===== src/rtl/avalon_seg_writer_master_pkg.sv =====
// Shared types and constants for the 7-segment Avalon-MM writer.
package seg_avalon_pkg;

  typedef enum logic [1:0] {IDLE, SCAN, WRITE} seg_wr_state_t;

  localparam int         SEG_AVM_DATA_W     = 32;
  localparam logic [3:0] SEG_AVM_BYTEENABLE = 4'b0001;

endpackage


===== src/rtl/avalon_seg_writer_master_if.sv =====
// Value handshake plus Avalon-MM write bus; master = writer side, slave = environment side.
interface avalon_seg_writer_master_if #(
  parameter int NUM_SEGMENT = 6,
  parameter int ADDR_W      = 3
);
  import seg_avalon_pkg::*;

  logic [NUM_SEGMENT*4-1:0]  value_i;
  logic                      value_valid_i;
  logic                      value_ready_o;
  logic                      done_o;
  logic [ADDR_W-1:0]         avm_address_o;
  logic [3:0]                avm_byteenable_o;
  logic                      avm_write_o;
  logic [SEG_AVM_DATA_W-1:0] avm_writedata_o;
  logic                      avm_waitrequest_i;

  modport master (
    input  value_i, value_valid_i, avm_waitrequest_i,
    output value_ready_o, done_o, avm_address_o, avm_byteenable_o,
           avm_write_o, avm_writedata_o
  );

  modport slave (
    output value_i, value_valid_i, avm_waitrequest_i,
    input  value_ready_o, done_o, avm_address_o, avm_byteenable_o,
           avm_write_o, avm_writedata_o
  );

endinterface


===== src/rtl/avalon_seg_writer_master.sv =====
// Writes one hex digit per Avalon word (addr = digit index), all outputs registered.
// SEG_WRITER_SKIP_UNCHANGED_EN: skip digits equal to a shadow of the last written value.
module avalon_seg_writer_master
  import seg_avalon_pkg::*;
#(
  parameter int NUM_SEGMENT = 6,
  parameter int ADDR_W      = 3
) (
  input  logic                        clk,
  input  logic                        rst_n,
  avalon_seg_writer_master_if.master  bus
);

  localparam int               IDX_W    = (NUM_SEGMENT > 1) ? $clog2(NUM_SEGMENT) : 1;
  localparam logic [IDX_W-1:0] LAST_IDX = IDX_W'(NUM_SEGMENT - 1);

  seg_wr_state_t             r_state;
  logic [IDX_W-1:0]          r_idx;
  logic [NUM_SEGMENT*4-1:0]  r_value;
  logic                      r_ready;
  logic                      r_done;
  logic [ADDR_W-1:0]         r_addr;
  logic [3:0]                r_be;
  logic                      r_write;
  logic [SEG_AVM_DATA_W-1:0] r_wdata;

  logic [3:0]                w_digit;
  logic                      w_sel;
  logic                      w_last;

  always_comb begin
    w_digit = 4'h0;
    for (int k = 0; k < NUM_SEGMENT; k++) begin
      if (r_idx == IDX_W'(k)) w_digit = r_value[k*4 +: 4];
    end
  end

  assign w_last = (r_idx == LAST_IDX);

`ifdef SEG_WRITER_SKIP_UNCHANGED_EN
  logic [NUM_SEGMENT*4-1:0] r_shadow;
  logic [3:0]               w_shadow_digit;

  always_comb begin
    w_shadow_digit = 4'h0;
    for (int k = 0; k < NUM_SEGMENT; k++) begin
      if (r_idx == IDX_W'(k)) w_shadow_digit = r_shadow[k*4 +: 4];
    end
  end

  assign w_sel = (w_digit != w_shadow_digit);

  // Shadow mirrors the slave: only accepted writes update it.
  always_ff @(posedge clk or negedge rst_n) begin
    if (!rst_n) begin
      r_shadow <= '0;
    end else if (r_state == WRITE && !bus.avm_waitrequest_i) begin
      for (int k = 0; k < NUM_SEGMENT; k++) begin
        if (r_idx == IDX_W'(k)) r_shadow[k*4 +: 4] <= r_wdata[3:0];
      end
    end
  end
`else
  assign w_sel = 1'b1;
`endif

  always_ff @(posedge clk or negedge rst_n) begin
    if (!rst_n) begin
      r_state <= IDLE;
      r_idx   <= '0;
      r_value <= '0;
      r_ready <= 1'b0;
      r_done  <= 1'b0;
      r_addr  <= '0;
      r_be    <= 4'h0;
      r_write <= 1'b0;
      r_wdata <= '0;
    end else begin
      r_done <= 1'b0;
      case (r_state)
        IDLE: begin
          r_ready <= 1'b1;
          if (bus.value_valid_i && r_ready) begin
            r_value <= bus.value_i;
            r_idx   <= '0;
            r_ready <= 1'b0;
            r_state <= SCAN;
          end
        end
        SCAN: begin
          if (w_sel) begin
            r_addr  <= ADDR_W'(r_idx);
            r_wdata <= {{(SEG_AVM_DATA_W-4){1'b0}}, w_digit};
            r_be    <= SEG_AVM_BYTEENABLE;
            r_write <= 1'b1;
            r_state <= WRITE;
          end else if (w_last) begin
            r_done  <= 1'b1;
            r_ready <= 1'b1;
            r_state <= IDLE;
          end else begin
            r_idx <= r_idx + IDX_W'(1);
          end
        end
        WRITE: begin
          // Address/data/byteenable hold until the slave drops waitrequest.
          if (!bus.avm_waitrequest_i) begin
            r_write <= 1'b0;
            r_be    <= 4'h0;
            if (w_last) begin
              r_done  <= 1'b1;
              r_ready <= 1'b1;
              r_state <= IDLE;
            end else begin
              r_idx   <= r_idx + IDX_W'(1);
              r_state <= SCAN;
            end
          end
        end
        default: r_state <= IDLE;
      endcase
    end
  end

  assign bus.value_ready_o    = r_ready;
  assign bus.done_o           = r_done;
  assign bus.avm_address_o    = r_addr;
  assign bus.avm_byteenable_o = r_be;
  assign bus.avm_write_o      = r_write;
  assign bus.avm_writedata_o  = r_wdata;

endmodule


===== src/flat_wrapper.sv =====
// flat-port wrapper written by rule: the top's interface ports become plain ports
module avalon_seg_writer_master_flat import seg_avalon_pkg::*;
#(
  parameter int NUM_SEGMENT = 6,
  parameter int ADDR_W      = 3
)
  (clk, rst_n, bus_value_i, bus_value_valid_i, bus_avm_waitrequest_i, bus_value_ready_o, bus_done_o, bus_avm_address_o, bus_avm_byteenable_o, bus_avm_write_o, bus_avm_writedata_o);
  avalon_seg_writer_master_if #(.NUM_SEGMENT(NUM_SEGMENT), .ADDR_W(ADDR_W)) bus_i ();
  input  logic clk;
  input  logic rst_n;
  input wire logic [$bits(bus_i.value_i)-1:0] bus_value_i;
  input wire logic [$bits(bus_i.value_valid_i)-1:0] bus_value_valid_i;
  input wire logic [$bits(bus_i.avm_waitrequest_i)-1:0] bus_avm_waitrequest_i;
  output wire logic [$bits(bus_i.value_ready_o)-1:0] bus_value_ready_o;
  output wire logic [$bits(bus_i.done_o)-1:0] bus_done_o;
  output wire logic [$bits(bus_i.avm_address_o)-1:0] bus_avm_address_o;
  output wire logic [$bits(bus_i.avm_byteenable_o)-1:0] bus_avm_byteenable_o;
  output wire logic [$bits(bus_i.avm_write_o)-1:0] bus_avm_write_o;
  output wire logic [$bits(bus_i.avm_writedata_o)-1:0] bus_avm_writedata_o;
  assign bus_i.value_i = bus_value_i;
  assign bus_i.value_valid_i = bus_value_valid_i;
  assign bus_i.avm_waitrequest_i = bus_avm_waitrequest_i;
  assign bus_value_ready_o = bus_i.value_ready_o;
  assign bus_done_o = bus_i.done_o;
  assign bus_avm_address_o = bus_i.avm_address_o;
  assign bus_avm_byteenable_o = bus_i.avm_byteenable_o;
  assign bus_avm_write_o = bus_i.avm_write_o;
  assign bus_avm_writedata_o = bus_i.avm_writedata_o;
  avalon_seg_writer_master #(.NUM_SEGMENT(NUM_SEGMENT), .ADDR_W(ADDR_W)) u_core (.clk(clk), .rst_n(rst_n), .bus(bus_i));
endmodule

===== config.mk =====
export PLATFORM = sky130hd
export DESIGN_NAME = avalon_seg_writer_master_flat
export DESIGN_NICKNAME = d
export VERILOG_FILES = /design/src/rtl/avalon_seg_writer_master_pkg.sv /design/src/rtl/avalon_seg_writer_master_if.sv /design/src/rtl/avalon_seg_writer_master.sv /design/src/flat_wrapper.sv
export SDC_FILE = /design/constraint.sdc
export NUM_CORES = 1
export LEC_CHECK = 0
export ABC_AREA = 1
export BUFFER_PORTS_ARGS = -buffer_cell sky130_fd_sc_hd__buf_2
export CAP_MARGIN = 40
export CORE_MARGIN = 2
export CORE_UTILIZATION = 25
export CTS_CLUSTER_DIAMETER = 40
export DETAILED_ROUTE_END_ITERATION = 12
export PLACE_DENSITY = 0.55
export SKIP_LAST_GASP = 1
export SYNTH_ARGS = -nofsm -noshare
export SYNTH_HDL_FRONTEND = slang
export SYNTH_SLANG_ARGS = --single-unit

===== constraint.sdc =====
create_clock -name clk -period 2.1 [get_ports clk]
set_input_delay 0.105 -clock clk [delete_from_list [all_inputs] [get_ports clk]]
set_output_delay 0.105 -clock clk [all_outputs]
set_load 0.01 [all_outputs]

### Word-level counts from Yosys, hierarchy flattened

Index checks and enable logic that the tools add are counted.
W data, S select, Z words.

* bits in read-only memories: 0
* memories: 0
* RAM bits: 0
* logic and storage cells: 56
* latch bits: 0
* output and inout bits: 42
* bits of input ports: 28
* bits in registers: 43

* equal/unequal tests: 11
* divide/modulo/power cells: 0
* add/subtract/negate cells: 1
* reduce and logical (&&, ||, !) cells: 10
* $mul: 0
* $lt $le $gt $ge: 0
* multiplexer cells: 25
* shift-type cells: 0
* bitwise gates (word level): 0

Operator list (count)
* $mux W4: 7
* $mux W3: 3
* $mux W1: 8
* $pmux W4 S2: 1
* $eq A3 B2 Y1 const B: 2
* $eq A3 B3 Y1 const B: 2
* $pmux W2 S3: 1
* $pmux W3 S2: 1
* $reduce_and A2 Y1: 3
* $mux W2: 2
* $ne A2 B1 Y1 const B: 2
* $ne A2 B2 Y1 const B: 2
* $pmux W1 S2: 2
* $reduce_and A4 Y1: 1
* $reduce_bool A2 Y1: 2
* $add A3 B1 Y3 const B: 1
* $eq A3 B1 Y1 const B: 1
* $logic_not A3 Y1: 1
* $reduce_and A3 Y1: 1
* $eq A2 B1 Y1 const B: 1
* $eq A2 B2 Y1 const B: 1
* $logic_not A2 Y1: 1
* $logic_and A1 B1 Y1: 1

### Logic depth before layout (Yosys ltp)

* depth after elaboration: 7
* mapped depth: 13
* depth with buffers taken out: 13

### Worst setup path before layout

OpenSTA, ideal clock, no wires.

* kind: register to register
* start point: register u_core.r_idx[0]
* end point: register u_core.r_wdata[1] (netlist: u_core.bus.avm_writedata_o[1])
* stages on the path, launching flop included: 13
* setup time: 0.065 ns
* slack: 0.732 ns
* buffers on the path: 0
* clock period less this slack: 1.368 ns
* data arrival time: 1.303 ns
* required time: 2.035 ns
* cells stage by stage: dfrtp_1 -> inv_1 -> ha_1 -> inv_1 -> nor2_1 -> inv_2 -> o21ai_0 -> inv_1 -> nand2_1 -> nand2_1 -> nand2_1 -> nand2_1 -> nand2_1

* word-level cells in the longest chain between the ends: 7
* elaborated cells between the ends (all ways): 12
* classes of those cells: eq/ne: 5; mux: 6; reduce/logical: 1

RTL lines
* from (decl): line avalon_seg_writer_master.sv:18 `logic [IDX_W-1:0] r_idx;`
* from (signal assigned): line avalon_seg_writer_master.sv:102 `r_idx <= r_idx + IDX_W'(1);`
* from (signal assigned): line avalon_seg_writer_master.sv:115 `r_idx <= r_idx + IDX_W'(1);`
* $logic_not A3 Y1: line avalon_seg_writer_master.sv:34 `if (r_idx == IDX_W'(k)) w_digit = r_value[k*4 +: 4];`
* $mux W4 (5 in a row): line avalon_seg_writer_master.sv:34
* $mux W4 *: line avalon_seg_writer_master.sv:34
* to (signal assigned): line avalon_seg_writer_master.sv:93 `r_wdata <= {{(SEG_AVM_DATA_W-4){1'b0}}, w_digit};`
* to (decl): line avalon_seg_writer_master.sv:25 `logic [SEG_AVM_DATA_W-1:0] r_wdata;`

Mark *: on every way between the ends. The rest lies on a longest branch, timed or not.
A chain may end at the register's enable or synchronous reset.

### Worst setup path in the final report

* start point: register u_core.r_idx[1]
* end point: register u_core.r_idx[2]

* word-level cells in the longest chain between the ends: 4
* elaborated cells between the ends (all ways): 7
* classes of those cells: add/sub: 1; eq/ne: 2; mux: 3; reduce/logical: 1

RTL lines
* $add A3 B1 Y3
* $mux W3: line avalon_seg_writer_master.sv:110 `if (w_last) begin`
* $mux W3: line avalon_seg_writer_master.sv:107 `if (!bus.avm_waitrequest_i) begin`
* $pmux W3 S2: line avalon_seg_writer_master.sv:80 `case (r_state)`

Several ways; a longest one is shown, not always the timed one. The select of a mux whose other input is x is not followed.

==> results.tsv <==
metric	value	unit
Post-DP Area	0.00230	mm2
# rows	33	
WL/cell	10.1	um
Max VDD drop	0.301	mV
Slew HR	0.648	
DRT iter0 DRCs	61	
most frequent cells in the layout	nand2_1, dfrtp_1, buf_2	
Routed Antenna Nets	0	
DR vias	1656	
GRT overflow	0	
Yosys warnings	0	
maximum fanout along the worst path	11	
sequential share of the synthesized area	0.459	
Req. time, crit path	2.27	ns
worst reg2reg setup slack	0.35	ns
Max Cap Viol	0	
Gates resized, CTS repair	0	
CP arrival	1.92	ns
total CTS buffers	5	
first-pass GRT wire length	7.34	mm
final core occ	0.293	
class of the worst hold path	primary input to register	
Setup CP Type	register to register	
Final Cycle Share	0.834	
Hold WS	0.00646	ns
Initial Util	0.259	
port bufs	38	
TNS Setup	0	ns
Yosys reg bits	39	
Worst-path clk slew	0.07	ns
filler instances	910	
full die area	0.00926	mm2
Tmin final	1.75	ns
Post-Syn Instances	275	
gr usage total	0.104	
Worst Skew	0.00293	ns
die width	96.2	um
Via density	3.93	
CTS Buffer Depth	2	
status	finished clean	
share of cells above drive strength 1	0.171	
Ports	70	
Lkg Pwr	1.36	nW
Nets	348	
Slew Viols, Final	0	
Inserted Diodes	0	
Multi-input gate area	881	um2
syn avg cell area	7.73	um2
commonest non-fill, non-tap cell in the layout	nand2_1	
CTS H-Tree Depth	2	
Slew @ Worst Pin	0.527	ns
gp weighted congestion	0.752	
chip height	96.2	um
CTS root buffer	clkbuf_8	
core area	0.00822	mm2
Seq. cell area	976	um2
synthesized area	0.00213	mm2
Fin. Hold Viols	0	
Area Growth Syn to Fin	13.1	%
DPL Wire Length	3.33	mm
Finish-stage setup viols	0	
CTS tree	done	
Final Cell Area	0.00240	mm2
Worst-Skew Late Latency	0.29	ns
RSZ-0062 raised after global routing	no	
Initial DRT Pass Iterations	4	
Power Density	1190	mW/mm2
post-synth cell types	19	
vias in the first global route	1635	
DRC Markers	0	
Clock Sinks	39	
largest net degree at the start of global routing	34	
routed wire length	4.26	mm
Crit. End Element	register	
FMAX	0.571	GHz
CP startpoint kind	register	
initial antenna violation count	0	
## report_power, final
group | total, mW | switching, mW | internal, mW | leakage (nW)
clock | 0.488 | 0.255 | 0.233 | 0.0422
sequential | 1.24 | 0.174 | 1.07 | 0.492
combinational | 1.14 | 0.742 | 0.400 | 0.822
total | 2.87 | 1.17 | 1.70 | 1.36
## registers in the layout, summed over array words and instances (netlist names)
register                     count
u_core.bus.avm_address_o         3
u_core.bus.avm_byteenable_o      1
u_core.bus.avm_writedata_o       4
u_core.bus.done_o                1
u_core.bus.value_ready_o         1
u_core.r_idx                     3
u_core.r_state                   2
u_core.r_value                  24
## worst paths after layout
check | startpoint | endpoint | cells past startpoint
setup reg to reg | u_core.r_idx[1] | u_core.r_idx[2] | 7
max in group asynchronous | rst_n | u_core.r_state[1] | 3
min in group asynchronous | rst_n | u_core.r_value[3] | 2
setup / recovery | u_core.r_idx[1] | u_core.r_idx[2] | 7
hold reg to reg | u_core.r_value[12] | u_core.r_value[12] | 2
hold / removal | bus_value_i[5] | u_core.r_value[5] | 3
## cell families after synthesis
kind of cell	Yosys count	share of synthesized area
buffers and inverters	66	0.180
AOI/OAI and AO/OA	21	0.0582
other	1	0.00176
adders and majority gates	5	0.0294
DFF	39	0.459
and+or+nand+nor	143	0.272
## area by class of cell
type                            instances  area share
Sequential cell                        39       0.406
Clock inverter                          1     0.00208
Multi-Input combinational cell        200       0.366
Inverter                               28      0.0437
Tap cell                              105      0.0546
Timing Repair Buffer                   41      0.0957
Clock buffer                            7      0.0317
## routing by layer
| layer | track usage | up-vias | wire (um) |
|---|---|---|---|
| met4 | 0.0393 | 0 | 78 |
| li1 | - | 848 | - |
| met1 | 0.120 | 744 | 1810 |
| met5 | 0 | - | 0 |
| met2 | 0.182 | 57 | 2140 |
| met3 | 0.0274 | 7 | 230 |
## worst max-delay path, cell delays in order (launching register included)
cell,delay [ns]
dfrtp_1,0.41
inv_1,0.13
ha_1,0.30
nand2_1,0.29
nor2_1,0.26
a21oi_4,0.08
nand2_1,0.09
o22ai_2,0.06
## Yosys cell counts
library cell / n / share of area
conb_1: 1 / 0.0018
o21ai_1: 3 / 0.0071
nand3_1: 8 / 0.019
nand3_4: 1 / 0.0082
buf_2: 3 / 0.0071
inv_1: 25 / 0.044
o22ai_2: 1 / 0.0059
a21oi_4: 1 / 0.0076
nand2_4: 1 / 0.0053
buf_4: 35 / 0.12
nor2_1: 16 / 0.028
a21oi_1: 4 / 0.0094
o21ai_0: 12 / 0.028
ha_1: 5 / 0.029
inv_2: 3 / 0.0053
nor2_2: 1 / 0.0029
dfrtp_1: 39 / 0.46
nand2_1: 115 / 0.20
nor2_4: 1 / 0.0053
## what timing repair did
action                                 CTS  global route
endpoints found under the hold margin   16             0
setup buffers                            0             0
hold buffers                             2             0
setup endpoints to repair                0             0
## stage by stage
step / total power [mW] / instances / setup WS, ns
6_report: 2.87 / 421 / 0.349
5_1_grt: 3.18 / 421 / 0.185
3_3_place_gp: 2.40 / 410 / 0.419
4_1_cts: 2.93 / 421 / 0.323
3_5_place_dp: 2.42 / 411 / 0.347
2_1_floorplan: 2.14 / 305 / 0.732
Note: power is estimated with default switching activity, not from simulation.
